### src/rtl/ps2_cursor_mmio_if.sv
// rtl/ps2_cursor_mmio_if.sv - mouse packet inputs and CPU register port for the cursor block
interface ps2_cursor_mmio_if;
    logic        iTrig;
    logic [15:0] iXpos;
    logic [15:0] iYpos;
    logic [7:0]  iKey;
    logic [1:0]  iAddr;
    logic        iRdEn;
    logic        iWrEn;
    logic [31:0] iWrData;
    logic [31:0] oRdData;
    logic        oIrq;

    modport master (
        output iTrig, iXpos, iYpos, iKey, iAddr, iRdEn, iWrEn, iWrData,
        input  oRdData, oIrq
    );

    modport slave (
        input  iTrig, iXpos, iYpos, iKey, iAddr, iRdEn, iWrEn, iWrData,
        output oRdData, oIrq
    );
endinterface

### src/rtl/ps2_cursor_mmio.sv
// rtl/ps2_cursor_mmio.sv - screen-bounded cursor, button events and IRQ behind a four-word register file
module ps2_cursor_mmio #(
    parameter int SCREEN_W = 640,
    parameter int SCREEN_H = 480
) (
    input  logic CLOCK,
    input  logic RESET,
    ps2_cursor_mmio_if.slave bus
);
    localparam logic [15:0] X_MAX  = 16'(SCREEN_W - 1);
    localparam logic [15:0] Y_MAX  = 16'(SCREEN_H - 1);
    localparam logic [15:0] X_HOME = 16'(SCREEN_W / 2);
    localparam logic [15:0] Y_HOME = 16'(SCREEN_H / 2);

    logic        primed, trig_d1, mv_v;
    logic [15:0] last_x, last_y, dx, dy;
    logic [15:0] cur_x, cur_y;
    logic        level, press_f, release_f, move_f;
    logic        irq_en, freeze;
    logic [31:0] rd_q, rd_mux;
    logic        irq_q;

    logic        wr_x, wr_y, wr_st, wr_ctrl, apply;
    logic        set_press, set_release, set_move;
    logic [2:0]  clr;
    logic        unused_bits;

    assign unused_bits = ^{bus.iKey[7:1], bus.iWrData[31:16]};

    // Signed step in 18 bits so both underflow and overflow are visible before clamping.
    function automatic logic [15:0] step(input logic [15:0] cur, input logic [15:0] d,
                                         input logic [15:0] maxv);
        logic signed [17:0] s;
        s = $signed({2'b00, cur}) + $signed({{2{d[15]}}, d});
        if (s < 18'sd0)
            return 16'd0;
        else if (s > $signed({2'b00, maxv}))
            return maxv;
        else
            return s[15:0];
    endfunction

    function automatic logic [15:0] wr_clamp(input logic [15:0] v, input logic [15:0] maxv);
        return (v > maxv) ? maxv : v;
    endfunction

    always_comb begin
        wr_x        = bus.iWrEn && (bus.iAddr == 2'd0);
        wr_y        = bus.iWrEn && (bus.iAddr == 2'd1);
        wr_st       = bus.iWrEn && (bus.iAddr == 2'd2);
        wr_ctrl     = bus.iWrEn && (bus.iAddr == 2'd3);
        apply       = mv_v && !freeze;
        set_press   = trig_d1 && !level && bus.iKey[0];
        set_release = trig_d1 && level && !bus.iKey[0];
        set_move    = apply && ((dx != 16'd0) || (dy != 16'd0));
        clr         = wr_st ? bus.iWrData[3:1] : 3'b000;
    end

    always_comb begin
        rd_mux = '0;
        case (bus.iAddr)
            2'd0:    rd_mux[15:0] = cur_x;
            2'd1:    rd_mux[15:0] = cur_y;
            2'd2:    rd_mux[3:0]  = {move_f, release_f, press_f, level};
            default: rd_mux[1:0]  = {freeze, irq_en};
        endcase
    end

    always_ff @(posedge CLOCK) begin
        if (RESET) begin
            primed    <= 1'b0;
            trig_d1   <= 1'b0;
            mv_v      <= 1'b0;
            last_x    <= '0;
            last_y    <= '0;
            dx        <= '0;
            dy        <= '0;
            cur_x     <= X_HOME;
            cur_y     <= Y_HOME;
            level     <= 1'b0;
            press_f   <= 1'b0;
            release_f <= 1'b0;
            move_f    <= 1'b0;
            irq_en    <= 1'b0;
            freeze    <= 1'b0;
            rd_q      <= '0;
            irq_q     <= 1'b0;
        end else begin
            primed  <= 1'b1;
            trig_d1 <= bus.iTrig;
            last_x  <= bus.iXpos;
            last_y  <= bus.iYpos;
            mv_v    <= trig_d1 && primed;
            if (trig_d1 && primed) begin
                dx <= bus.iXpos - last_x;
                dy <= bus.iYpos - last_y;
            end
            if (trig_d1)
                level <= bus.iKey[0];

            // A CPU write to an axis overrides that axis' delta only.
            if (wr_x)
                cur_x <= wr_clamp(bus.iWrData[15:0], X_MAX);
            else if (apply)
                cur_x <= step(cur_x, dx, X_MAX);
            if (wr_y)
                cur_y <= wr_clamp(bus.iWrData[15:0], Y_MAX);
            else if (apply)
                cur_y <= step(cur_y, dy, Y_MAX);

            press_f   <= (press_f   && !clr[0]) || set_press;
            release_f <= (release_f && !clr[1]) || set_release;
            move_f    <= (move_f    && !clr[2]) || set_move;

            if (wr_ctrl) begin
                irq_en <= bus.iWrData[0];
                freeze <= bus.iWrData[1];
            end
            if (bus.iRdEn)
                rd_q <= rd_mux;
            irq_q <= irq_en && (press_f || release_f || move_f);
        end
    end

    assign bus.oRdData = rd_q;
    assign bus.oIrq    = irq_q;
endmodule

### src/flat_wrapper.sv
// flat-port wrapper written by rule: the top's interface ports become plain ports
module ps2_cursor_mmio_flat 
#(
    parameter int SCREEN_W = 640,
    parameter int SCREEN_H = 480
)
  (CLOCK, RESET, bus_iTrig, bus_iXpos, bus_iYpos, bus_iKey, bus_iAddr, bus_iRdEn, bus_iWrEn, bus_iWrData, bus_oRdData, bus_oIrq);
  ps2_cursor_mmio_if bus_i ();
  input  logic CLOCK;
  input  logic RESET;
  input wire logic [$bits(bus_i.iTrig)-1:0] bus_iTrig;
  input wire logic [$bits(bus_i.iXpos)-1:0] bus_iXpos;
  input wire logic [$bits(bus_i.iYpos)-1:0] bus_iYpos;
  input wire logic [$bits(bus_i.iKey)-1:0] bus_iKey;
  input wire logic [$bits(bus_i.iAddr)-1:0] bus_iAddr;
  input wire logic [$bits(bus_i.iRdEn)-1:0] bus_iRdEn;
  input wire logic [$bits(bus_i.iWrEn)-1:0] bus_iWrEn;
  input wire logic [$bits(bus_i.iWrData)-1:0] bus_iWrData;
  output wire logic [$bits(bus_i.oRdData)-1:0] bus_oRdData;
  output wire logic [$bits(bus_i.oIrq)-1:0] bus_oIrq;
  assign bus_i.iTrig = bus_iTrig;
  assign bus_i.iXpos = bus_iXpos;
  assign bus_i.iYpos = bus_iYpos;
  assign bus_i.iKey = bus_iKey;
  assign bus_i.iAddr = bus_iAddr;
  assign bus_i.iRdEn = bus_iRdEn;
  assign bus_i.iWrEn = bus_iWrEn;
  assign bus_i.iWrData = bus_iWrData;
  assign bus_oRdData = bus_i.oRdData;
  assign bus_oIrq = bus_i.oIrq;
  ps2_cursor_mmio #(.SCREEN_W(SCREEN_W), .SCREEN_H(SCREEN_H)) u_core (.CLOCK(CLOCK), .RESET(RESET), .bus(bus_i));
endmodule
### config.mk
export PLATFORM = sky130hd
export DESIGN_NAME = ps2_cursor_mmio_flat
export DESIGN_NICKNAME = d
export VERILOG_FILES = /design/src/rtl/ps2_cursor_mmio_if.sv /design/src/rtl/ps2_cursor_mmio.sv /design/src/flat_wrapper.sv
export SDC_FILE = /design/constraint.sdc
export NUM_CORES = 1
export LEC_CHECK = 0
export BUFFER_PORTS_ARGS = -buffer_cell sky130_fd_sc_hd__buf_4
export CAP_MARGIN = 10
export CORE_MARGIN = 3
export CORE_UTILIZATION = 30
export DETAILED_ROUTE_END_ITERATION = 12
export SYNTH_ARGS = -nofsm -noshare
export SYNTH_HDL_FRONTEND = slang
export SYNTH_SLANG_ARGS = --single-unit
### constraint.sdc
create_clock -name CLOCK -period 2.8 [get_ports CLOCK]
set_clock_uncertainty 0.2 [all_clocks]
set_input_delay 0.56 -clock CLOCK [delete_from_list [all_inputs] [get_ports CLOCK]]
set_output_delay 0.56 -clock CLOCK [all_outputs]
set_load 0.05 [all_outputs]
==> qor.csv, run 1 <==
metric,value,unit
outcome,finished with violations,
r2r_cells,12,
cp-start-kind,flop,
slowest_delay,0.37,ns
netlist_top_cells_area,"dfxtp_1, ha_1, a21oi_1",
grt_pass1_vias,7128,
synth_top_area_cell,dfxtp_1,
drive_above_1_share,30.9,%
synthTopCellsByCount,"dfxtp_1, nand2_1, nor2_1",
yosysMostFrequentCell,dfxtp_1,
tightest_slew,0.500,ns
wirelength,21700,um
vdd_drop_max,357,uV
max_freq,324,MHz
worstPathCellList,ha_4 > inv_2 > fa_2 > nor2b_4 > o2111ai_4 > a31oi_4 > mux2i_1 > o2111ai_2 > nor4_4 > nand3b_1 > a22oi_4 > a311oi_1,
crit_type,reg2reg,
crit_path_max_fanout,6,
rsz0062_at_grt,yes,
tns,-3.55,ns
slowest_stage,dfxtp_4,
syn2layout_area_growth,38.6,%
fillers,2559,
h-tree-depth,4,
finalSetupViolCount,18,
syn_avg_cell_area,8.04,sq um
finalCritPeriodShare,110,%
synth-seq-cells,122,
slew_violations,0,
cts.sink_count,122,
power_density,485,nW/um^2
antenna_cells,0,
wl_per_cell,14.1,um
coreArea,25500,sq um
maxSlewHeadroom,66.6,%
ys_warn_count,0,
hold_depth,2,
clk_latency,0.42,ns
first_iter_violations,413,
grt_pass1_wl,35800,um
async_reset_ff_share,0,%
r2r_start,u_core.dy[0],
path_clk_slew,0.06,ns
synth-edff-count,0,
hold_viol,0,
gr-usage-all-layers,15.4,%
nNetsFinal,1343,
min_from,bus_iTrig,
design_area,10900,sq um
row_count,58,
drc,0,
vias_per_cell,4.86,
cts_buffer_depth,2,
crit_buf_inv,1,
layout_min_cycle_time,3.09,ns
cts_buffers,17,
synth_top_area_share,31.1,%
fin_hold_ws,0.151,ns
dieWidth,168,um
leakage,4.78,nW
die_area,28200,sq um
synth_cell_types,69,
die_h,168,um
synthCells,977,
worstPathRequired,2.88,ns
hp-class,in2reg,
via_count,7485,
antenna_left,0,
violations,negative setup slack,
cts-root-buf,clkbuf_16,
grt_antenna_before_repair,0,
dp_cells,1501,
portBuffers,72,
regToRegSetupSlack,-0.29,ns
fin_util,42.7,%
syn-cell-area,7860,sq um
overflow,0,
post-dp-hpwl,17100,um
hold_end,u_core.trig_d1,
first_pass_iters,5,
seq_area_frac_synth,31.1,%
timing.rr.end,u_core.cur_y[3],
fin_cells,1539,
start_util,30.8,%
synthFlopType,dfxtp_1,
cp.arrival,3.17,ns
finalWorstSetupSlack,-0.290,ns
finalPower,5.28,mW
tritoncts,yes,
dpl_worst_slack,-0.393,ns
io_pins,112,
grt_max_degree,32,
end_kind,flop,
maxCapViolations,0,
cpLargestDelayFamily,compound AO/OA/AOI/OAI gates,
dpl_cell_area,9960,sq um
place.gp.congestion,0.859,
[logic make-up after synthesis]
logic type | share of synthesized area, %
other | 0.0477
multiplexers | 3.82
flip-flops | 31.1
AND/OR/NAND/NOR | 22.8
buffers and inverters | 6.31
adder cells (fa/ha/maj) | 11.2
XOR/XNOR | 4.35
AO/OA/AOI/OAI | 20.4
[where the power goes]
group / total (mW) / leakage [nW] / switching [mW] / internal (mW)
Clock: 2.10 / 0.273 / 0.829 / 1.28
Sequential: 1.88 / 1.00 / 0.0633 / 1.82
Combinational: 1.30 / 3.50 / 0.680 / 0.617
[placed cells by master (no fill, tap or decap), drive strengths merged, types with 7 or more instances in the layout]
cell type  netlist  routed
buf             20     237
dfxtp          122     122
nor2            85      85
nand2           84      84
a21oi           83      83
inv             64      67
ha              64      64
nor2b           61      61
o21ai           46      46
a31oi           27      27
xnor2           26      26
nand3           25      25
nor3            25      25
and2            22      22
clkbuf          32      20
conb             1      16
xor2            13      13
nor4            13      13
mux2            12      12
mux2i           12      12
o21a            11      11
a21o            10      10
a211oi           9       9
nand4            8       8
nand2b           7       7
o31ai            7       7
[per-layer routing]
metal / vias to the layer above / wire [um] / track usage [%] / part of all wire [%]
li1: 3877 / - / - / -
met5: - / 0 / 0 / 0
met1: 3415 / 11000 / 22.3 / 51
met3: 22 / 1210 / 3.59 / 5.6
met4: 0 / 211 / 3.09 / 0.97
met2: 171 / 9320 / 23.4 / 43
[state kept, by name (all words and copies together), names as in the netlist, 16 cells and up]
| name | flops |
|---|---|
| u_core.bus.oRdData | 16 |
| u_core.cur_x | 16 |
| u_core.cur_y | 16 |
| u_core.dx | 16 |
| u_core.dy | 16 |
| u_core.last_x | 16 |
| u_core.last_y | 16 |
[worst max-delay path by stage]
stage / from / end / slack [ns] / cells after the start
after floorplan: u_core.dy[0] / u_core.cur_y[2] / -0.07 / 12
after global placement: bus_iXpos[1] / u_core.dx[15] / -0.38 / 12
after detailed placement: bus_iXpos[1] / u_core.dx[15] / -0.39 / 12
after CTS: u_core.dy[0] / u_core.cur_y[3] / -0.29 / 12
after global routing: u_core.cur_y[0] / u_core.cur_y[3] / -0.47 / 12
final: u_core.dy[0] / u_core.cur_y[3] / -0.29 / 12
[cell type report]
class / instances / area [sq um] / share of cell area, %
Multi-Input combinational cell: 754 / 5410 / 49.7
Sequential cell: 122 / 2460 / 22.6
Timing Repair Buffer: 237 / 1790 / 16.4
Clock buffer: 20 / 457 / 4.19
Tap cell: 330 / 413 / 3.79
Inverter: 64 / 240 / 2.21
Clock inverter: 12 / 115 / 1.06
[timing repair]
| item | CTS | global route |
|---|---|---|
| setup buffers | 3 | 3 |
| pin swaps | 17 | 11 |
| gates resized for setup | 38 | 27 |
| hold endpoints to repair | 0 | 0 |
| hold buffers | 0 | 0 |
| setup endpoints to repair | 20 | 26 |
Note: power is estimated with default switching activity, not from simulation.
==> run 2, diff against run 1 <==
- ABC_AREA: not set -> 1
==> run 2 against run 1 <==
Global-route usage is 0.47 points lower. Setup slack better by 0.51 ns. Synthesized cell count rose by 31%. Clock-buffer cell count rose by 2. Sequential cell count unchanged. Core utilization fell by 5.9 points. Power increased by 1.7%. Critical endpoint is now u_core.cur_x[6]. Cell count increased by 15%. Worst hold slack lost 0.00063 ns. The flow now finishes without violations. Sequential share of layout area increased by 1.2 points.
==> qor.csv, run 2 <==
metric,value,unit,change
seq_area_frac_synth,28.7,%,was 31.1%
worstPathRequired,2.89,ns,was 2.88 ns
hold_viol,0,,unchanged
cts-root-buf,clkbuf_16,,unchanged
cp-start-kind,flop,,unchanged
ys_warn_count,0,,unchanged
vias_per_cell,4.59,,was 4.86
power_density,524,nW/um^2,was 485 nW/um^2
clk_latency,0.42,ns,about the same
grt_antenna_before_repair,0,,unchanged
synthTopCellsByCount,"nand2_1, inv_1, nor2_1",,"was dfxtp_1, nand2_1, nor2_1"
finalPower,5.38,mW,was 5.28 mW
portBuffers,72,,unchanged
yosysMostFrequentCell,nand2_1,,was dfxtp_1
synth_top_area_share,28.7,%,was 31.1%
tightest_slew,0.509,ns,was 0.500 ns
syn_avg_cell_area,6.66,sq um,was 8.04 sq um
gr-usage-all-layers,14.9,%,was 15.4%
overflow,0,,unchanged
crit_path_frequent_cell,nand2_1,,
fillers,2976,,was 2559
cts_buffers,17,,unchanged
design_area,10300,sq um,was 10900 sq um
synth-seq-cells,122,,unchanged
fin_hold_ws,0.151,ns,about the same
outcome,"complete, no violations",,was finished with violations
drive_above_1_share,15.0,%,was 30.9%
vdd_drop_max,257,uV,was 357 uV
tns,0,ns,was -3.55 ns
die_area,30400,sq um,was 28200 sq um
via_count,8109,,was 7485
cts_buffer_depth,2,,unchanged
syn-cell-area,8520,sq um,was 7860 sq um
post-dp-hpwl,18100,um,was 17100 um
maxSlewHeadroom,66.0,%,was 66.6%
slowest_stage,dfxtp_2,,was dfxtp_4
maxCapViolations,0,,unchanged
place.gp.congestion,0.893,,was 0.859
h-tree-depth,4,,unchanged
wirelength,22600,um,was 21700 um
synthCells,1278,,was 977
crit_buf_inv,2,,was 1
finalSetupViolCount,0,,was 18
path_clk_slew,0.06,ns,about the same
synthFlopType,dfxtp_1,,unchanged
dpl_cell_area,9610,sq um,was 9960 sq um
ctsHoldBuffers,0,,unchanged
slowest_delay,0.35,ns,was 0.37 ns
crit_type,reg2reg,,unchanged
coreArea,27900,sq um,was 25500 sq um
leakage,5.29,nW,was 4.78 nW
synth_top_area_cell,dfxtp_1,,unchanged
antenna_cells,0,,unchanged
finalCritPeriodShare,92.1,%,was 110%
grt_pass1_vias,7562,,was 7128
synth_cell_types,54,,was 69
layout_min_cycle_time,2.58,ns,was 3.09 ns
tritoncts,yes,,unchanged
hp-class,in2reg,,unchanged
grt_pass1_wl,37300,um,was 35800 um
cts.sink_count,122,,unchanged
grt_max_degree,37,,was 32
worstPathCellList,ha_1 > inv_1 > fa_2 > inv_1 > nand2_1 > nand2_1 > nand3_2 > nand2_2 > nand2_1 > nand3_1 > nand2_1 > a21oi_1 > nand3_2 > nand2_4 > nand2_1 > o21ai_2 > nand3_1,,was ha_4 > inv_2 > fa_2 > nor2b_4 > o2111ai_4 > a31oi_4 > mux2i_1 > o2111ai_2 > nor4_4 > nand3b_1 > a22oi_4 > a311oi_1
die_h,174,um,was 168 um
nNetsFinal,1521,,was 1343
max_freq,388,MHz,was 324 MHz
regToRegSetupSlack,0.22,ns,was -0.29 ns
layout_common_cells,"inv_1, nand2_1, nor2_1",,"was buf_4, dfxtp_1, nor2_1"
first_iter_violations,480,,was 413
async_reset_ff_share,0,%,unchanged
end_kind,flop,,unchanged
syn2layout_area_growth,20.4,%,was 38.6%
fin_cells,1765,,was 1539
netlist_top_cells_area,"dfxtp_1, nand2_1, inv_1",,"was dfxtp_1, ha_1, a21oi_1"
start_util,30.6,%,was 30.8%
antenna_left,0,,unchanged
cpLargestDelayFamily,simple AND/OR/NAND/NOR gates,,was compound AO/OA/AOI/OAI gates
io_pins,112,,unchanged
first_pass_iters,5,,unchanged
dieWidth,174,um,was 168 um
row_count,61,,was 58
crit_path_max_fanout,5,,was 6
cp.arrival,2.67,ns,was 3.17 ns
synth-edff-count,0,,unchanged
dp_cells,1732,,was 1501
drc,0,,unchanged
slew_violations,0,,unchanged
wl_per_cell,12.8,um,was 14.1 um
==> run 2: report_power, final <==
part | switching [mW] | total, mW | internal (mW)
sequential | 0.0727 | 1.90 | 1.83
combinational | 0.750 | 1.20 | 0.448
clock | 0.804 | 2.28 | 1.47
==> run 2: area by class of cell <==
type	instances	area, sq um	area share, %
sequential	122	2440	23.8
timing repair buffer	102	778	7.59
tap	378	473	4.61
multi-input combinational	880	5000	48.8
clock inverter	10	139	1.35
clock buffer	22	474	4.63
inverter	251	942	9.19
==> run 2: timing repair <==
| action | CTS | global route |
|---|---|---|
| setup buffers | 0 | 0 |
| gates resized for setup | 0 | 11 |
| setup endpoints to repair | 0 | 18 |
==> run 2: through the flow <==
| step | worst slack, ns | util (%) |
|---|---|---|
| 6_report | 0.220 | 36.8 |
| 5_1_grt | -0.0168 | 36.8 |
| 4_1_cts | 0.0860 | 36.7 |
| 3_5_place_dp | -0.0466 | 34.5 |
| 3_3_place_gp | 0.00629 | 34.5 |
| 2_1_floorplan | 0.195 | - |
==> run 2: cells by family after synthesis <==
| logic type | count (synthesis) | synth area share, % |
|---|---|---|
| buffers and inverters | 292 | 13.6 |
| AOI/OAI and AO/OA | 232 | 15.8 |
| xor gates and xnor gates | 36 | 3.70 |
| other | 1 | 0.0440 |
| and+or+nand+nor | 527 | 27.8 |
| DFF | 122 | 28.7 |
| adders and majority gates | 68 | 10.3 |
==> run 2: per-layer routing <==
metal	track usage [%]	part of all wire, %
met1	21.2	50
met2	22.6	42
met3	3.91	6.5
met4	3.12	1.1
met5	0	0
==> run 2: worst paths after layout <==
check	startpoint	end	cells after the start
max	u_core.dx[0]	u_core.cur_x[6]	17
min reg2reg	u_core.cur_y[13]	u_core.cur_y[13]	2
min	bus_iYpos[5]	u_core.last_y[5]	3
max reg2reg	u_core.dx[0]	u_core.cur_x[6]	17
==> run 2: tightest hold or removal path, delay by kind of cell <==
| family | cells | cell delay, ns |
|---|---|---|
| buffers and inverters | 2 | 0.12 |
| AND/OR/NAND/NOR | 1 | 0.06 |
